[config.mk]
export PLATFORM = sky130hd
export DESIGN_NAME = fetch
export DESIGN_NICKNAME = d
export VERILOG_FILES = /design/src/rtl/fetch.sv
export SDC_FILE = /design/constraint.sdc
export NUM_CORES = 1
export LEC_CHECK = 0
export CAP_MARGIN = 25
export CORE_MARGIN = 3
export CORE_UTILIZATION = 59
export CTS_CLUSTER_DIAMETER = 120
export DETAILED_ROUTE_END_ITERATION = 10
export PLACE_DENSITY = 0.83
export SYNTH_ARGS = -nofsm -noshare
export SYNTH_HDL_FRONTEND = slang
export SYNTH_SLANG_ARGS = --single-unit
[constraint.sdc]
create_clock -name clk -period 5.5 [get_ports clk]
set_input_delay 0.55 -clock clk [delete_from_list [all_inputs] [get_ports clk]]
set_output_delay 0.55 -clock clk [all_outputs]
set_load 0.005 [all_outputs]
[src/rtl/fetch.sv]
// Instruction-fetch front end: PC, in-order imem requests, small response buffer, Decode handoff.
// Optional JAL target prediction is enabled by defining FETCH_JAL_PREDICT_EN.
module fetch #(
   parameter logic [31:0] RESET_PC  = 32'h0000_0000,
   parameter int          BUF_DEPTH = 4
) (
   input  logic        clk,
   input  logic        reset,
   input  logic        stall,
   input  logic        kill,
   input  logic [31:0] redirect_pc,
   output logic        imem_req,
   output logic [31:0] imem_addr,
   input  logic        imem_gnt,
   input  logic        imem_rvalid,
   input  logic [31:0] imem_rdata,
   output logic [31:0] fetched_inst0,
   output logic [31:0] fetched_inst0_pc,
   output logic        fetched_valid
);

   localparam int          IDX_W = $clog2(BUF_DEPTH);
   localparam int          PTR_W = IDX_W + 1;
   localparam int          CNT_W = IDX_W + 2;
   localparam logic [31:0] NOP   = 32'h0000_0013;

   logic [PTR_W-1:0] alloc_ptr_reg, fill_ptr_reg, head_ptr_reg;
   logic [31:0]      pc_reg;
   logic [CNT_W-1:0] inflight_reg, drop_reg;
   logic [BUF_DEPTH-1:0] filled_reg;
   logic [31:0]      entry_pc_reg   [BUF_DEPTH];
   logic [31:0]      entry_inst_reg [BUF_DEPTH];

   logic [PTR_W-1:0] used;
   logic [IDX_W-1:0] alloc_idx, fill_idx, head_idx;
   logic             full, grant, resp_drop, resp_fill, pop, head_filled;

   assign used        = alloc_ptr_reg - head_ptr_reg;
   assign full        = (used == PTR_W'(BUF_DEPTH));
   assign alloc_idx   = alloc_ptr_reg[IDX_W-1:0];
   assign fill_idx    = fill_ptr_reg[IDX_W-1:0];
   assign head_idx    = head_ptr_reg[IDX_W-1:0];
   assign head_filled = filled_reg[head_idx];

   assign imem_req  = !reset && !kill && !full;
   assign imem_addr = pc_reg;
   assign grant     = imem_req && imem_gnt;
   assign resp_drop = imem_rvalid && (drop_reg != '0);
   assign resp_fill = imem_rvalid && (drop_reg == '0);
   assign pop       = !stall && !kill && head_filled;

   assign fetched_valid    = head_filled;
   assign fetched_inst0    = head_filled ? entry_inst_reg[head_idx] : NOP;
   assign fetched_inst0_pc = head_filled ? entry_pc_reg[head_idx]   : 32'h0;

`ifdef FETCH_JAL_PREDICT_EN
   logic             jal_hit;
   logic [31:0]      jal_target;
   logic [PTR_W-1:0] jal_freed;

   assign jal_hit    = resp_fill && (imem_rdata[6:0] == 7'b1101111);
   assign jal_target = entry_pc_reg[fill_idx] + {{11{imem_rdata[31]}}, imem_rdata[31],
                       imem_rdata[19:12], imem_rdata[20], imem_rdata[30:21], 1'b0};
   // Entries younger than the JAL, including one granted this very cycle.
   assign jal_freed  = alloc_ptr_reg + PTR_W'(grant) - fill_ptr_reg - PTR_W'(1);
`endif

   always_ff @(posedge clk) begin
      if (grant)
         entry_pc_reg[alloc_idx] <= pc_reg;
      if (resp_fill)
         entry_inst_reg[fill_idx] <= imem_rdata;
   end

   always_ff @(posedge clk) begin
      if (reset) begin
         alloc_ptr_reg <= '0;
         fill_ptr_reg  <= '0;
         head_ptr_reg  <= '0;
         filled_reg    <= '0;
         pc_reg        <= RESET_PC;
         inflight_reg  <= '0;
         drop_reg      <= '0;
      end else begin
         inflight_reg <= inflight_reg + CNT_W'(grant) - CNT_W'(imem_rvalid);
         if (kill) begin
            alloc_ptr_reg <= head_ptr_reg;
            fill_ptr_reg  <= head_ptr_reg;
            filled_reg    <= '0;
            pc_reg        <= redirect_pc;
            // inflight already includes responses that are stale, so it alone is the outstanding total.
            drop_reg      <= inflight_reg - CNT_W'(imem_rvalid);
         end else begin
            if (grant) begin
               alloc_ptr_reg         <= alloc_ptr_reg + PTR_W'(1);
               pc_reg                <= pc_reg + 32'd4;
               filled_reg[alloc_idx] <= 1'b0;
            end
            if (resp_drop)
               drop_reg <= drop_reg - CNT_W'(1);
            if (resp_fill) begin
               filled_reg[fill_idx] <= 1'b1;
               fill_ptr_reg         <= fill_ptr_reg + PTR_W'(1);
            end
            if (pop) begin
               filled_reg[head_idx] <= 1'b0;
               head_ptr_reg         <= head_ptr_reg + PTR_W'(1);
            end
`ifdef FETCH_JAL_PREDICT_EN
            if (jal_hit) begin
               alloc_ptr_reg <= fill_ptr_reg + PTR_W'(1);
               pc_reg        <= jal_target;
               drop_reg      <= drop_reg + CNT_W'(jal_freed);
            end
`endif
         end
      end
   end

endmodule

==> results_dict.tcl, run 1 <==
set metrics [dict create \
    net-switching-power_mw 1.09 \
    layout-drive-gt1-share_pct 14.4 \
    diodes 0 \
    status "finished, final reports clean" \
    io_pins 168 \
    stdcell_area_mm2 0.0158 \
    clock_latency_ps 540 \
    grt_pass1_wl_mm 45.1 \
    wl_per_cell_um 23.2 \
    finalHoldViolations 0 \
    ys_ff_latch 310 \
    intPower_mw 3.97 \
    grt_max_degree 65 \
    syn-num-nets 890 \
    portBuffers 167 \
    tightestPinTransition_ps 979 \
    irDropWorstVdd_uv 273 \
    leakagePower_nw 5.15 \
    drt-total-wl_mm 29.3 \
    slew_headroom_pct 34.7 \
    timing.setup.tns_ps 0 \
    maxCapViolations 0 \
    clk_path_buf_depth 3 \
    grt_pass1_vias 7631 \
    syn_avg_cell_area_um2 16.1 \
    globalRouteOverflowTotal 0 \
    rows 53 \
    finalCriticalPeriod_ps 3620 \
    clkPwrFrac_pct 38.8 \
    cts_tree "yes" \
    globalplace.congestion 0.922 \
    syn_area_mm2 0.0128 \
    antenna_found_initial 0 \
    whs_ps 429 \
    synth_edf_count 256 \
    route.detailed.drc 0 \
    dp_hpwl_mm 17.8 \
    dieArea_mm2 0.0236 \
    timing.fmax_mhz 276 \
    cts.clk_slew.worst_paths_ps 60 \
    crit_path_end "fetched_inst0_pc[4]" \
    fillers 1304 \
    cts_setup_buffers 0 \
    cts_buffers 29 \
    cellPowerDensity_mw_per_mm2 320 \
    slew_violations 0 \
    fin_skew_ps 7.90 \
    area_growth_pct 23.0 \
    synth.distinct_cells 56 \
    core_mm2 0.0212 \
    regToRegSetupSlack_ps 2300 \
    grt_use_total_pct 24.5 \
    dieHeight_um 154 \
    sw_frac_of_total_pct 21.6 \
    cp.arrival_ps 3070 \
    pwr-share-comb_pct 8.0 \
    synth_async_sr_flop_share_pct 0 \
    ff2ff_path_depth 13 \
    end_kind "output port" \
    min_path_type "in -> reg" \
    ctsHoldBuffers 0 \
    first_pass_iters 4 \
    p_seq_share_pct 53.2 \
    path_max_fanout 26 \
    viasPerCell 6.11 \
    reg2reg_to "inflight_reg[3]" \
    fp.dieW_um 154 \
    syn_inst 795 \
    antenna_left 0 \
    worstPathRequired_ps 4950 \
    dp_slack_ps 2130 \
    start_util_pct 60.5 \
    synth.yosys.warnings 0 \
    finalCritPeriodShare_pct 65.8 \
    ys_seq_area_share_pct 68.3 \
    placed_area_mm2 0.0148 \
    htree_levels 1 \
    criticalPathCategory "reg -> out" \
    rsz0062_at_grt "false" \
    cp-start-kind "register" \
    r2r_start "head_ptr_reg[1]" \
    cts_root_buf "clkbuf_16" \
    setup_viol_count_final 0 \
    cts.sinks 310 \
    drt_iter0_markers 765 \
    synthFlopType "edfxtp_1" \
    nets 1061 \
    cts_resized 0 \
    setup_ws_ps 1880 \
    vias 7709 \
]
==> synthesized netlist by cell type, types with 3 or more instances <==
cell type  count  area [um^2]
a211oi_1       5         37.5
a21oi_1       11         55.1
a221oi_1       4         35.0
a311oi_1       3         26.3
a31oi_1       20          125
and2_1        68          425
and3_1         5         31.3
buf_1          4         15.0
buf_2          7         35.0
clkbuf_1      27          101
dfxtp_1       54         1080
edfxtp_1     256         7690
ha_1          24          300
inv_1         29          109
mux2_2         3         33.8
mux4_2        65         1460
nand2_1       52          195
nand2b_1       4         25.0
nand3_1       17         85.1
nand4_1        6         37.5
nor2_1        23         86.3
nor2b_1        4         25.0
nor3_1         3         15.0
o211ai_1      15          113
o21ai_0        7         35.0
o311ai_0       9         78.8
o31a_1         3         26.3
or3_1         16          100
or4_1          6         45.0
xnor2_1        7         61.3
xor2_1         6         52.6
==> cells by family (layout without fill, tap and decap cells) <==
family	Yosys count	after routing	share of synthesized area, %
mux	70	70	11.8
compound gates	92	92	5.11
flops	310	310	68.3
simple gates	213	213	9.00
fa+ha+maj	25	25	2.50
buf+inv	70	262	2.12
xor+xnor	15	15	1.14
==> power by group through the flow <==
stage | combinational, mW | sequential [mW] | clock, mW
floorplan | 0.219 | 2.72 | 0
global placement | 0.393 | 2.74 | 0
detailed placement | 0.401 | 2.74 | 0
CTS | 0.407 | 2.69 | 1.99
global route | 0.447 | 2.70 | 2.06
finish | 0.406 | 2.69 | 1.96
==> placed cells by master, fill, tap and decap left out, types with 4 or more instances in the layout <==
cell,Yosys,layout
dfxtp_1,54,52
and2_1,68,67
nand4_1,6,6
o311ai_0,9,9
or4_1,6,6
xnor2_1,7,7
nand3_1,17,17
and3_1,5,5
clkdlybuf4s50_1,0,165
ha_1,24,24
nand2b_1,4,4
a21oi_1,11,11
buf_4,0,9
o21ai_0,7,7
nor2_1,23,20
o211ai_1,15,15
inv_6,0,4
nand2_1,52,52
a221oi_1,4,4
clkbuf_16,0,29
or3_1,16,16
nor2b_1,4,4
edfxtp_1,256,256
a31oi_1,20,20
inv_1,29,29
clkinv_1,0,7
xor2_1,6,6
mux4_2,65,65
a211oi_1,5,5
==> per-stage QoR <==
stage / utilization, % / instances / power, mW
2_1_floorplan: - / 795 / 2.94
3_3_place_gp: 69.6 / 1206 / 3.13
3_5_place_dp: 69.7 / 1207 / 3.14
4_1_cts: 74.1 / 1259 / 5.09
5_1_grt: 74.4 / 1262 / 5.21
6_report: 74.4 / 1262 / 5.06
==> worst min-delay path by stage <==
stage	endpoint	from	depth (start not counted)	slack (ps)
floorplan	filled_reg[2]	filled_reg[2]	2	460
global placement	filled_reg[0]	filled_reg[0]	2	500
detailed placement	filled_reg[2]	filled_reg[2]	2	500
CTS	filled_reg[3]	reset	3	400
global route	filled_reg[3]	reset	3	450
finish	filled_reg[3]	reset	3	430
==> routing by layer <==
layer  wire length, um  part of all wire, %  vias to the layer above  GRT usage (%)
li1                  -                    -                     3428              -
met4               982                  3.4                        0           8.41
met3              2000                  6.8                       65           3.26
met2             14600                   50                      342           40.1
met1             11800                   40                     3874           34.8
met5                 0                    0                        -              0
==> critical path, cell delays in order, from the launching register on <==
cell and delay, ps:
dfxtp_4 730, buf_4 540, mux4_2 580, and2_1 200, clkdlybuf4s50_1 440
==> cell type report <==
type / count / area, um^2 / share of cell area [%]
inverter: 31 / 116 / 0.737
sequential: 310 / 8780 / 55.6
tap: 275 / 344 / 2.18
clock buffer: 32 / 747 / 4.73
clock inverter: 20 / 190 / 1.20
multi-input combinational: 415 / 3820 / 24.2
timing repair buffer: 179 / 1800 / 11.4
(Power assumes the default switching activity.)
==> inputs of run 2 (changes only) <==
--- a/config.mk
+++ b/config.mk
@@ -7,10 +7,10 @@
 export LEC_CHECK = 0
 export CAP_MARGIN = 25
 export CORE_MARGIN = 3
-export CORE_UTILIZATION = 59
+export CORE_UTILIZATION = 50
 export CTS_CLUSTER_DIAMETER = 120
 export DETAILED_ROUTE_END_ITERATION = 10
-export PLACE_DENSITY = 0.83
+export PLACE_DENSITY = 0.74
 export SYNTH_ARGS = -nofsm -noshare
 export SYNTH_HDL_FRONTEND = slang
 export SYNTH_SLANG_ARGS = --single-unit
==> constraint.sdc (replaced) <==
create_clock -name clk -period 3.05 [get_ports clk]
set_input_delay 0.305 -clock clk [delete_from_list [all_inputs] [get_ports clk]]
set_output_delay 0.305 -clock clk [all_outputs]
set_load 0.005 [all_outputs]
==> results_dict.tcl, run 2 (synthesis gave the netlist of run 1 again) <==
set metrics [dict create \
    status "finished, final reports clean" \
    htree_levels 1 \
    slowest_stage "mux4_2" \
    criticalPathCategory "reg -> out" \
    grt_use_total_pct 20.7 \
    met1_usage_pct 29.4 \
    clock_latency_ps 550 \
    route.detailed.drc 0 \
    finalCriticalPeriod_ps 2830 \
    vias 7654 \
    layout_commonest_cell "edfxtp_1" \
    clk_path_buf_depth 3 \
    antenna_left 0 \
    maxCapViolations 0 \
    grt_pass1_wl_mm 45.3 \
    use_met2_pct 33.7 \
    dieHeight_um 166 \
    regToRegSetupSlack_ps 390 \
    dp_hpwl_mm 18.3 \
    dieArea_mm2 0.0276 \
    slew_violations 0 \
    path_max_fanout 52 \
    worstPathRequired_ps 2740 \
    portBuffers 167 \
    io_pins 168 \
    leakagePower_nw 5.29 \
    startpoint "head_ptr_reg[0]" \
    grt_max_degree 53 \
    drt_iter0_markers 650 \
    cts_root_buf "clkbuf_16" \
    dp_slack_ps 386 \
    drt-total-wl_mm 28.5 \
    grt_pass1_vias 7805 \
    layout-drive-gt1-share_pct 15.9 \
    diodes 0 \
    tightestPinTransition_ps 874 \
    grt-busiest-layer "met2" \
    setup_viol_count_final 0 \
    viasPerCell 5.70 \
    cts_tree "yes" \
    crit_path_end "fetched_inst0_pc[28]" \
    start_util_pct 51.0 \
    cp_num_buf_inv 2 \
    min_path_type "in -> reg" \
    wl_per_cell_um 21.2 \
    cts.sinks 310 \
    fp.dieW_um 166 \
    globalRouteOverflowTotal 0 \
    antenna_found_initial 0 \
    globalplace.congestion 0.867 \
    cellPowerDensity_mw_per_mm2 565 \
    crit_path_cell_trace "mux4_2, buf_12, and2_1, clkdlybuf4s50_1" \
    cts_buffers 31 \
    fillers 1800 \
    nets 1083 \
    crit_family "buffers and inverters" \
    dp.cells 1280 \
    cp.arrival_ps 2520 \
    irDropWorstVdd_uv 429 \
    cp-start-kind "register" \
    core_mm2 0.0252 \
    finalHoldViolations 0 \
    rsz0062_at_grt "false" \
    mostFrequentLayoutCells "edfxtp_1 (256), clkdlybuf4s50_1 (165), and2_1 (67)" \
    whs_ps 167 \
    slew_headroom_pct 41.5 \
    fin_skew_ps 23.7 \
    fin_cells 1343 \
    p_total_mw 9.09 \
    ctsHoldBuffers 0 \
    finalCritPeriodShare_pct 92.6 \
    area_growth_pct 25.5 \
    end_kind "output port" \
    rows 58 \
    crit_cells 4 \
    ff2ff_path_depth 13 \
    setup_ws_ps 224 \
    critPathMaxStageDelay_ps 590 \
    first_pass_iters 5 \
    timing.fmax_mhz 354 \
    r2r_start "head_ptr_reg[1]" \
    cts.clk_slew.worst_paths_ps 60 \
    reg2reg_to "inflight_reg[3]" \
    grtUsageMet3_pct 3.07 \
]
## run 2: cell count changes in the layout (fill, tap and decap cells not counted), sizes merged
cell and change:
buf +20, inv -2, clkbuf +12, clkinvlp -2, bufinv -2
## run 2: area by class of cell
| cell class | count | area (um^2) | area share, % |
|---|---|---|---|
| clock inverter | 14 | 96.3 | 0.598 |
| tap | 330 | 413 | 2.56 |
| inverter | 31 | 116 | 0.723 |
| timing repair buffer | 199 | 2040 | 12.7 |
| clock buffer | 44 | 845 | 5.24 |
| multi-input combinational | 415 | 3820 | 23.7 |
| sequential | 310 | 8780 | 54.5 |
## run 2: worst min path at each step
stage / from / to / slack [ps] / depth (start not counted)
6_report: kill / filled_reg[3] / 170 / 3
5_1_grt: kill / filled_reg[3] / 150 / 3
4_1_cts: kill / filled_reg[3] / 140 / 3
3_5_place_dp: filled_reg[2] / filled_reg[2] / 490 / 2
3_3_place_gp: filled_reg[2] / filled_reg[2] / 480 / 2
2_1_floorplan: imem_rdata[0] / entry_inst_reg[0][0] / 400 / 0
## run 2: timing repair
item,CTS,global route
endpoints found under the setup margin,0,8
buffers inserted,0,5
gates resized for setup,0,0
## run 2: tightest hold or removal path: stages
cell and delay [ps]:
buf_2 100, nor2_1 100, and3_1 160
## run 2: per-layer routing
| metal | vias up | routed length (um) |
|---|---|---|
| met1 | 3840 | 12000 |
| met3 | 48 | 1670 |
| met5 | - | 0 |
| li1 | 3491 | - |
| met4 | 0 | 859 |
| met2 | 275 | 13900 |
## run 2: metrics by stage
stage               cell area [um^2]  setup TNS, ps  utilization, %
finish                         16100              0            64.0
global route                   16100              0            64.0
CTS                            16100              0            63.8
detailed placement             15100              0            60.1
global placement               15100              0            60.0
floorplan                      12800         -23630               -
## run 2: power breakdown
part	internal (mW)	switching (mW)
combinational	0.409	0.349
clock	2.01	1.48
sequential	4.74	0.108
total	7.15	1.94
==> inputs of run 3 (changes only) <==
--- a/config.mk
+++ b/config.mk
@@ -10,6 +10,7 @@
 export CORE_UTILIZATION = 50
 export CTS_CLUSTER_DIAMETER = 120
 export DETAILED_ROUTE_END_ITERATION = 10
+export HOLD_SLACK_MARGIN = 0.03
 export PLACE_DENSITY = 0.74
 export SYNTH_ARGS = -nofsm -noshare
 export SYNTH_HDL_FRONTEND = slang
==> results of run 3 <==
No change in the layout: final DEF, timing and power equal those of run 2.
